$ cat src/rtl/hex_sseg_mux.sv
// Multiplexed hex seven-segment driver: prescaled digit scan, shadowed display data,
// active-low registered anode/cathode outputs. Optional leading-zero blanking via `SSEG_LZ_SUPPRESS_EN.
module hex_sseg_mux #(
    parameter int unsigned N_DIGITS = 4,
    parameter int unsigned PRESC_W  = 18
) (
    input  logic                  clk,
    input  logic                  reset,
    input  logic                  load,
    input  logic [4*N_DIGITS-1:0] hex_in,
    input  logic [N_DIGITS-1:0]   dp_in,
    input  logic [N_DIGITS-1:0]   blank_in,
    output logic [N_DIGITS-1:0]   an,
    output logic [7:0]            sseg,
    output logic                  frame_start
);

    localparam int unsigned IDX_W = (N_DIGITS > 1) ? $clog2(N_DIGITS) : 1;
    localparam int unsigned HEX_W = 4 * N_DIGITS;
    localparam logic [IDX_W-1:0] IDX_LAST = IDX_W'(N_DIGITS - 1);

    logic [PRESC_W-1:0]  cnt_q,   cnt_d;
    logic [IDX_W-1:0]    idx_q,   idx_d;
    logic [HEX_W-1:0]    hex_q,   hex_d;
    logic [N_DIGITS-1:0] dp_q,    dp_d;
    logic [N_DIGITS-1:0] blank_q, blank_d;
    logic [N_DIGITS-1:0] an_q,    an_d;
    logic [7:0]          sseg_q,  sseg_d;
    logic                fs_q,    fs_d;

    logic                tick_c;
    logic [N_DIGITS-1:0] dark_vec_c;
    logic [3:0]          sel_hex_c;
    logic                sel_dp_c;
    logic                sel_dark_c;

    // Active-high a..g patterns.
    function automatic logic [6:0] hex_to_seg(input logic [3:0] h);
        logic [6:0] s;
        case (h)
            4'h0:    s = 7'h3F;
            4'h1:    s = 7'h06;
            4'h2:    s = 7'h5B;
            4'h3:    s = 7'h4F;
            4'h4:    s = 7'h66;
            4'h5:    s = 7'h6D;
            4'h6:    s = 7'h7D;
            4'h7:    s = 7'h07;
            4'h8:    s = 7'h7F;
            4'h9:    s = 7'h6F;
            4'hA:    s = 7'h77;
            4'hB:    s = 7'h7C;
            4'hC:    s = 7'h39;
            4'hD:    s = 7'h5E;
            4'hE:    s = 7'h79;
            default: s = 7'h71;
        endcase
        return s;
    endfunction

    assign tick_c = &cnt_q;

`ifdef SSEG_LZ_SUPPRESS_EN
    logic [N_DIGITS-1:0] lz_c;

    // A digit is a leading zero when it and every digit above it are zero; digit 0 always shows.
    always_comb begin
        lz_c = '0;
        lz_c[N_DIGITS-1] = (hex_q[HEX_W-1 -: 4] == 4'h0);
        for (int i = int'(N_DIGITS) - 2; i >= 0; i--) begin
            lz_c[i] = lz_c[i+1] && (hex_q[4*i +: 4] == 4'h0);
        end
        lz_c[0] = 1'b0;
    end

    assign dark_vec_c = blank_q | lz_c;
`else
    assign dark_vec_c = blank_q;
`endif

    // Pick the shadow data of the digit currently being scanned.
    always_comb begin
        sel_hex_c  = hex_q[3:0];
        sel_dp_c   = dp_q[0];
        sel_dark_c = dark_vec_c[0];
        for (int i = 1; i < int'(N_DIGITS); i++) begin
            if (idx_q == IDX_W'(i)) begin
                sel_hex_c  = hex_q[4*i +: 4];
                sel_dp_c   = dp_q[i];
                sel_dark_c = dark_vec_c[i];
            end
        end
    end

    always_comb begin
        cnt_d   = cnt_q + PRESC_W'(1);
        idx_d   = idx_q;
        fs_d    = 1'b0;
        hex_d   = hex_q;
        dp_d    = dp_q;
        blank_d = blank_q;
        an_d    = '1;
        sseg_d  = 8'hFF;

        if (tick_c) begin
            idx_d = (idx_q == IDX_LAST) ? '0 : idx_q + IDX_W'(1);
            fs_d  = (idx_q == IDX_LAST);
        end

        if (load) begin
            hex_d   = hex_in;
            dp_d    = dp_in;
            blank_d = blank_in;
        end

        if (!sel_dark_c) begin
            an_d   = ~(N_DIGITS'(1) << idx_q);
            sseg_d = {~sel_dp_c, ~hex_to_seg(sel_hex_c)};
        end
    end

    always_ff @(posedge clk or posedge reset) begin
        if (reset) begin
            cnt_q   <= '0;
            idx_q   <= '0;
            fs_q    <= 1'b0;
            hex_q   <= '0;
            dp_q    <= '0;
            blank_q <= '1;
            an_q    <= '1;
            sseg_q  <= 8'hFF;
        end else begin
            cnt_q   <= cnt_d;
            idx_q   <= idx_d;
            fs_q    <= fs_d;
            hex_q   <= hex_d;
            dp_q    <= dp_d;
            blank_q <= blank_d;
            an_q    <= an_d;
            sseg_q  <= sseg_d;
        end
    end

    assign an          = an_q;
    assign sseg        = sseg_q;
    assign frame_start = fs_q;

endmodule

$ cat config.mk
export PLATFORM = sky130hd
export DESIGN_NAME = hex_sseg_mux
export DESIGN_NICKNAME = d
export VERILOG_FILES = /design/src/rtl/hex_sseg_mux.sv
export SDC_FILE = /design/constraint.sdc
export NUM_CORES = 1
export LEC_CHECK = 0
export CAP_MARGIN = 20
export CORE_MARGIN = 8
export CORE_UTILIZATION = 28
export DETAILED_ROUTE_END_ITERATION = 16
export SLEW_MARGIN = 25
export SYNTH_ARGS = -nofsm -noshare
export SYNTH_HDL_FRONTEND = slang
export SYNTH_SLANG_ARGS = --single-unit
$ cat constraint.sdc
create_clock -name clk -period 4.89 [get_ports clk]
set_input_delay 0.7335 -clock clk [delete_from_list [all_inputs] [get_ports clk]]
set_output_delay 0.7335 -clock clk [all_outputs]
set_load 0.01 [all_outputs]
==> Word-level counts from Yosys, hierarchy flattened <==
Memory sizes are Yosys's and may differ from the RTL's.
Index checks and enable logic that the tools add are counted.
{ "op_classes": {"n_addsub": 2, "eq_ne": 3, "shift": 1, "n_mux": 14, "n_bitwise": 3, "n_reduce_logical": 1} }
{ "op_table": {"columns": ["op", "count"], "rows": [
  ["18-bit by 1-bit adder with 18-bit output (second input constant)", 1],
  ["18-bit AND reduction", 1],
  ["4-bit two-way mux", 4],
  ["8-bit two-way mux", 1],
  ["1-bit two-way mux", 7],
  ["7-bit two-way mux", 1],
  ["7-bit inverter", 1],
  ["2-bit equality test (second input constant)", 2],
  ["4-bit inverter", 1],
  ["1-bit by 2-bit left shift with 4-bit output (first input constant)", 1],
  ["2-bit by 1-bit adder with 2-bit output (second input constant)", 1],
  ["2-bit by 1-bit equality test with 1-bit output (second input constant)", 1],
  ["2-bit two-way mux", 1],
  ["1-bit inverter", 1]
]} }
{ "totals": {"register_bits": 57, "romBits": 112, "inputBits": 27, "out_inout_bits": 13, "wordCells": 33, "memories": 1} }
{ "mem_list": {"columns": ["memory", "depth", "word_bits", "rd", "rd_ports_with_merged_regs", "write_ports", "line_no", "source"], "rows": [
  ["(no name shown)", 16, 7, 1, 0, 0, "40", "case (h)"]
]} }

==> Depth between registers and ports, before layout <==
Gate-level depths: netlist of run 1.
An unclocked memory read counts as a cell.
{ "logic_depth": {"depth_word": 8, "depth_mapped": 11, "ltp_nobuf": 10} }

==> Worst setup path after synthesis of run 1 <==
Ideal clock, no wire load.
{ "synth_path": {"path_type": "register to register", "from": "reg idx_q[0]", "to": "reg sseg_q[3] (netlist: sseg[3])", "setup_time_ns": 0.105, "arrival_time_ns": 1.976, "t_required_ns": 4.785, "setup_slack_ns": 2.809, "stages_incl_launch_ff": 11, "n_path_buf": 1, "synth_period_minus_slack_ns": 2.081, "cell_sequence": "dfrtp_1 -> ha_1 -> buf_4 -> mux2_1 -> mux2i_1 -> o21ai_1 -> inv_1 -> ha_1 -> nor2_1 -> a211oi_1 -> o21ai_1"} }
{ "synth_between": {"elab_chain_cells": 8, "word_cells_on_any_way": 13, "cone_classes": "3 x eq/ne; 8 x mux; 1 x bitwise; 1 x memory"} }
{ "synth_rtl": {"columns": ["item", "line_no", "source"], "rows": [
  ["from (decl)", "23", "logic [IDX_W-1:0] idx_q, idx_d;"],
  ["from (signal assigned)", "134", "idx_q <= idx_d;"],
  ["2-bit by 1-bit equality test with 1-bit output", "87", "if (idx_q == IDX_W'(i)) begin"],
  ["4-bit two-way mux (3 in series)", "87", null],
  ["memory read 16 x 7 bit", null, null],
  ["7-bit two-way mux", "116", "if (!sel_dark_c) begin"],
  ["7-bit inverter", "118", "sseg_d = {~sel_dp_c, ~hex_to_seg(sel_hex_c)};"],
  ["8-bit two-way mux *", "116", null],
  ["via sseg_d[3]", "28", "logic [7:0] sseg_q, sseg_d;"],
  ["to (signal assigned)", "140", "sseg_q <= sseg_d;"],
  ["to (decl)", "28", null]
]} }
The timed path passes the listed nets; every way through them passes the cells marked *. The select of a mux whose other input is x is not followed.
A chain may end at the register's enable or synchronous reset.

==> Final worst setup path of run 1 <==
{ "layout_path": {"from": "reg idx_q[1]", "to": "reg sseg_q[3] (netlist: sseg[3])"} }
Same word-level chain as after synthesis.

==> results by group, run 1 <==
Pwr
  • Peak VDD IR: roughly 0.12 mV
  • P_leak: roughly 1.4 nW
  • PwrDens: approximately 330 nW/um2
  • Final Power: approximately 1.1 mW

Logic synthesis
  • Mapped Cells: around 210
  • Most used DFF post-synth: dfrtp_1
  • Syn. warnings: 0
  • Leading area contributor after synthesis: dfrtp_1
  • Synth top area share: between 30% and 40%
  • Synthesized area per cell: roughly 12 um2
  • Synth top area cells: dfrtp_1, dfstp_2, mux2_2, ha_1, xnor2_1
  • Synth cell types: 43
  • Mapped cell area: ~2600 um2
  • Synthesis-stage register bit count: 57
  • Fraction of registers with async set/reset: 100%
  • Post-Syn Nets: roughly 250
  • Sequential-to-total area share from yosys stat: 54.9%
  • Top-count cell post-synth: dfrtp_1
  • Post-synth EDFFs: 0
  • Synth cell count leaders: dfrtp_1, mux2_2, nand2_1

Clock network
  • Hold Buf Count CTS: 0
  • CTS tree: built
  • CTS resizes: 0
  • Clk Latency, worst-skew pair: ~0.34 ns
  • CTS Buf Count: 9
  • Clock sink count: between 50 and 60
  • Clock transition at path regs: about 0.07 ns
  • Number of setup buffers added after CTS: 0
  • CTS Buffer Depth: 2
  • H-tree level count: 3
  • CTS root buf: clkbuf_8

Drt
  • Number of vias per cell: approximately 4.5
  • Via Count: between 1,500 and 2,000
  • Post-DRT Antenna Nets: 0
  • Wirelength, routed: between 5000 and 6000 um
  • DR pass1 iterations: 4
  • DRC Markers: 0
  • Per-cell routed wire length: 13.6 um
  • Number of DRC markers in iteration 0: 37

Worst setup path
  • Critical path type: reg2reg
  • Worst path bufs/invs: 2
  • Critical path cell sequence: inv_1, ha_1, mux2_1, mux2i_1, o21ai_1, inv_1, ha_1, nor2_1, a211oi_1, o21ai_1
  • R2r endpoint: sseg[3]
  • CP Launch Type: flip-flop
  • Crit path to: sseg[3]
  • Worst path depth: 10
  • Slowest library cell on the worst path: ha_1
  • R2R cell count: 10
  • RR Startpoint: idx_q[1]
  • Critical path fanouts, max: 8
  • Slowest cell delay on critical path: ~0.42 ns
  • Crit path from: idx_q[1]
  • R2R setup slack: 2.32 ns
  • CP endpoint kind: flip-flop
  • Worst EP arrival: around 2.8 ns
  • Required time of the critical path: 5.12 ns
  • CP top delay family: adder cells

Global routing
  • GRT Total Usage: between 8 and 9%
  • Antenna violations before repair: 0
  • First-pass GRT wire length: 8550 um
  • Vias in the first global route: between 1,500 and 2,000
  • Grt ovf: 0
  • Largest net degree at the start of global routing: just under 60

Place
  • GP Congestion: 0.742
  • Placed Instances: 358
  • Count of input and output buffers: 39
  • Placed inst area: around 3100 um2
  • Dpl hpwl: about 3600 um

Finish
  • Fin util: 36.1%
  • Nets: just under 300
  • P&R area growth vs syn: 26.0%
  • Final Cell Area: 3320 um2
  • Non-filler instance count after layout: between 300 and 400
  • Filler instances: around 930
  • Layout cells sized above 1: between 20% and 30%
  • Final antenna diode count: 0

Die
  • Site Rows: 35
  • Total core area: 9200 um2
  • Die W: 113 um
  • # IOs: 40
  • Starting density of the core: between 20 and 30%
  • Die ar.: approximately 13,000 um2
  • Die Y: approximately 110 um

Flow run
  • Max Cap Viol: 0

STA
  • Setup TNS: 0 ns
  • Setup-failing EPs final: 0
  • Clock Skew: between 0.009 and 0.01 ns
  • Fin. Hold Viols: 0
  • Fin crit share: between 50% and 60%
  • Slew Limit Fails: 0
  • RSZ-0062 raised after global routing: no
  • Measured slew at the worst slew-check pin: 0.729 ns
  • Final worst path period need: approximately 2.6 ns
  • Fmax: 389 MHz
  • Slew headroom: 51.3%

Worst hold path
  • Hold Startpoint: dp_q[3]
  • Worst hold-check path type: reg2reg

Outcome
  • Status: finished, final reports clean
layout make-up:
class	count	area, um2	area share [%]
clock buffers	13	149	4.49
clock inverters	3	40.0	1.21
inverters	10	37.5	1.13
multi-input cells	140	1110	33.5
flip-flops and latches	57	1450	43.6
well taps	111	139	4.19
repair buffers	40	393	11.8
worst reg2reg max path, stage by stage, from the launching register on:
cell and delay (ns):
dfrtp_1 0.41, inv_1 0.10, ha_1 0.42, mux2_1 0.21
mux2i_1 0.09, o21ai_1 0.39, inv_1 0.16, ha_1 0.34
nor2_1 0.05, a211oi_1 0.20, o21ai_1 0.09
kinds of logic (layout without fill, tap and decap cells):
family	Yosys count	after routing	synth area share, %
buffers and inverters	16	66	2.80
AO/OA/AOI/OAI	24	24	7.13
multiplexers	32	32	13.4
adder cells (fa/ha/maj)	11	11	5.23
AND/OR/NAND/NOR	57	57	11.2
flip-flops	57	57	54.9
XOR/XNOR	16	16	5.32
sequential cells by signal, summed over array words and instances, names as in the netlist:
register     cells
dp_q             4
hex_q           16
cnt_q           18
frame_start      1
an               4
idx_q            2
sseg             8
blank_q          4
power breakdown:
group / total, mW / internal (mW) / switching (mW)
registers: 0.524 / 0.512 / 0.0124
logic: 0.139 / 0.0748 / 0.0639
clock network: 0.427 / 0.248 / 0.179
total: 1.09 / 0.835 / 0.255
worst min path at each step:
stage / end / slack [ns] / depth (start not counted)
global route: sseg[7] / 0.45 / 1
global placement: sseg[7] / 0.42 / 1
finish: sseg[7] / 0.43 / 1
detailed placement: sseg[7] / 0.42 / 1
CTS: sseg[7] / 0.43 / 1
floorplan: sseg[7] / 0.40 / 1
stage by stage:
step | setup slack, ns | hold slack, ns
3_3_place_gp | 2.36 | 0.422
6_report | 2.32 | 0.431
5_1_grt | 2.11 | 0.448
3_5_place_dp | 2.32 | 0.421
2_1_floorplan | 2.78 | 0.399
4_1_cts | 2.30 | 0.435
layout by cell type (no fill, tap or decap), types with 7 or more instances in the layout:
| cell type | synthesis | layout |
|---|---|---|
| xnor2_1 | 11 | 11 |
| nand2_1 | 21 | 21 |
| clkbuf_8 | 0 | 10 |
| ha_1 | 11 | 11 |
| mux2i_1 | 7 | 7 |
| dfstp_2 | 16 | 16 |
| nand3_1 | 9 | 9 |
| dfrtp_1 | 41 | 41 |
| clkdlybuf4s50_1 | 0 | 38 |
| inv_1 | 10 | 9 |
| mux2_2 | 24 | 24 |
| nor2_1 | 7 | 7 |
routing by layer:
layer | track usage [%] | vias up | part of all wire (%)
met1 | 11.4 | 814 | 50
met5 | 0 | - | 0
met4 | 5.51 | 0 | 2.6
met2 | 12.1 | 36 | 44
met3 | 2.61 | 11 | 4.1
li1 | - | 826 | -
(Power assumes the default switching activity.)
==> inputs of run 2 (changes only) <==
- clock period: 4.89 -> 2.1 ns (I/O delays scaled with it)
==> results by group, run 2 (same netlist as run 1, synthesis figures left out) <==
Drt
  • Per-cell routed wire length: 14.2 um (was 13.6 um)
  • Number of DRC markers in iteration 0: 75 (was 37)
  • Post-DRT Antenna Nets: 0 (unchanged)
  • DRC Markers: 0 (unchanged)
  • Highest routed layer: met4 (unchanged)
  • Wire length on met1: 2660 um (was 2520 um)
  • DR pass1 iterations: 4 (unchanged)
  • Met3 routed WL: 240 um (was 209 um)
  • Number of vias per cell: 4.57 (was 4.51)
  • Wirelength, routed: 5500 um (was 5080 um)
  • DR WL met2: 2430 um (was 2220 um)
  • Via Count: 1,774 (was 1,687)

Place
  • Dpl hpwl: 3920 um (was 3640 um)
  • Count of input and output buffers: 39 (unchanged)
  • GP Congestion: 0.718 (was 0.742)
  • Placed inst area: 3220 um2 (was 3130 um2)
  • Setup WS pre-CTS: -0.0769 ns (was 2.32 ns)

Finish
  • Final Cell Area: 3470 um2 (was 3320 um2)
  • Layout cells sized above 1: 32.5% (was 24.3%)
  • Largest register FFs: 18 (unchanged)
  • Final antenna diode count: 0 (unchanged)
  • Filler instances: 899 (was 932)
  • Commonest non-fill, non-tap cell in the layout: dfrtp_1 (unchanged)
  • Biggest register: cnt_q (unchanged)
  • P&R area growth vs syn: 31.9% (was 26.0%)
  • Nets: 310 (was 296)
  • Most frequent cells in the layout: dfrtp_1, clkdlybuf4s50_1, mux2_2 (unchanged)

Clock network
  • CTS root buf: clkbuf_8 (unchanged)
  • Clk Latency, worst-skew pair: 0.33 ns (was 0.34 ns)
  • H-tree level count: 3 (unchanged)
  • CTS Buffer Depth: 2 (unchanged)
  • CTS Buf Count: 9 (unchanged)
  • Clock transition at path regs: 0.06 ns (was 0.07 ns)
  • Hold Buf Count CTS: 0 (unchanged)
  • CTS tree: built (unchanged)
  • Clock sink count: 57 (unchanged)

Global routing
  • Vias in the first global route: 1,927 (was 1,704)
  • Largest net degree at the start of global routing: 58 (unchanged)
  • Antenna violations before repair: 0 (unchanged)
  • GRT Total Usage: 9.60% (was 8.68%)
  • First-pass GRT wire length: 9450 um (was 8550 um)
  • Grt ovf: 0 (unchanged)

Die
  • Die ar.: 12,800 um2 (unchanged)
  • Die Y: 113 um (unchanged)
  • # IOs: 40 (unchanged)
  • Die W: 113 um (unchanged)
  • Site Rows: 35 (unchanged)
  • Total core area: 9200 um2 (unchanged)
  • Starting density of the core: 28.6% (unchanged)

Worst setup path
  • Required time of the critical path: 2.33 ns (was 5.12 ns)
  • Critical path fanouts, max: 4 (was 8)
  • Slowest library cell on the worst path: dfrtp_1 (was ha_1)
  • Worst EP arrival: 2.23 ns (was 2.80 ns)
  • Critical path cell sequence: inv_2, ha_4, mux2_1, mux2i_1, o21ai_2, buf_4, ha_1, nand2_1, and3_1, o21ai_1 (was inv_1, ha_1, mux2_1, mux2i_1, o21ai_1, inv_1, ha_1, nor2_1, a211oi_1, o21ai_1)
  • Slowest cell delay on critical path: 0.39 ns (was 0.42 ns)
  • Critical path type: reg2reg (unchanged)
  • CP endpoint kind: flip-flop (unchanged)
  • CP Launch Type: flip-flop (unchanged)

Pwr
  • P_leak: 1.47 nW (was 1.42 nW)
  • Comb pwr share: 14.3% (was 12.7%)
  • Net switching power: 0.594 mW (was 0.255 mW)
  • Flop pwr share: 49.5% (was 48.1%)
  • Switch share: 24.0% (was 23.4%)
  • Peak VDD IR: 0.344 mV (was 0.122 mV)
  • PwrDens: 713 nW/um2 (was 329 nW/um2)
  • Clk pwr share: 36.2% (was 39.2%)
  • Internal: 1.88 mW (was 0.835 mW)

STA
  • Slew Limit Fails: 0 (unchanged)
  • Fin. Hold Viols: 0 (unchanged)
  • Fmax: 500 MHz (was 389 MHz)
  • Setup TNS: 0 ns (unchanged)
  • Measured slew at the worst slew-check pin: 0.525 ns (was 0.729 ns)
  • Fin crit share: 95.3% (was 52.6%)
  • Slew headroom: 64.9% (was 51.3%)
  • Clock Skew: 0.00597 ns (was 0.00982 ns)
  • Final worst path period need: 2.00 ns (was 2.57 ns)
  • Final WS setup: 0.0997 ns (was 2.32 ns)
  • RSZ-0062 raised after global routing: yes (was no)
  • Setup-failing EPs final: 0 (unchanged)

Worst hold path
  • Worst hold-check path type: in2async (was reg2reg)

Outcome
  • Status: finished, final reports clean (unchanged)

Flow run
  • Max Cap Viol: 0 (unchanged)
==> run 2: worst paths after layout <==
check	cells after the start	from	to	slack, ns
max	10	idx_q[1]	sseg[3]	0.1
min	3	reset	cnt_q[7]	0.35
max reg2reg	10	idx_q[1]	sseg[3]	0.1
min reg2reg	1	dp_q[3]	sseg[7]	0.47
max in group asynchronous	3	reset	blank_q[1]	1.45
min in group clk	1	dp_q[3]	sseg[7]	0.47
==> run 2: layout make-up <==
type	count	area [um2]	area share, %
clock buffer	16	170	4.90
inverter	10	37.5	1.08
multi-input combinational	140	1160	33.5
sequential	57	1450	41.7
tap	111	139	4.00
timing repair buffer	54	515	14.8
==> run 2: what timing repair did <==
item | in CTS | in global routing
setup buffers | 0 | 4
gates resized for setup | 6 | 11
pin swaps | 0 | 4
gates cloned | 0 | 0
endpoints found under the hold margin | 0 | 0
setup endpoints to repair | 4 | 9
==> run 2: worst max-delay path: cells and delay by family (launching register included) <==
family	cells	cell delay, ns
compound gates	2	0.16
fa+ha+maj	2	0.37
buf+inv	2	0.24
flops	1	0.39
mux	2	0.52
simple gates	2	0.22
==> run 2: through the flow <==
stage | std cells | total power [mW] | hold slack, ns | utilization, %
after floorplan | 213 | 1.43 | 0.399 | -
final | 388 | 2.48 | 0.346 | 37.8
after detailed placement | 368 | 1.59 | 0.457 | 35.0
after global routing | 388 | 2.61 | 0.366 | 37.8
after CTS | 384 | 2.51 | 0.351 | 37.1
after global placement | 368 | 1.58 | 0.452 | 35.0
==> run 2: power by group through the flow <==
stage          logic, mW  clock network [mW]  registers (mW)
2_1_floorplan      0.179                   0            1.25
4_1_cts            0.347               0.933            1.23
3_5_place_dp       0.342                   0            1.25
5_1_grt            0.387               0.987            1.24
3_3_place_gp       0.336                   0            1.24
6_report           0.353               0.897            1.23
==> run 2: metal layers <==
metal  GRT usage (%)  up-vias
li1                -      864
met1            11.8      857
met2            14.2       43
met3            2.98       10
met4            6.39        0
met5               0        -
==> inputs of run 3 (changes only) <==
- SLEW_MARGIN: 25 -> not set
==> results of run 3 <==
Same layout as run 2: the final DEF is identical, and so are final timing and power.
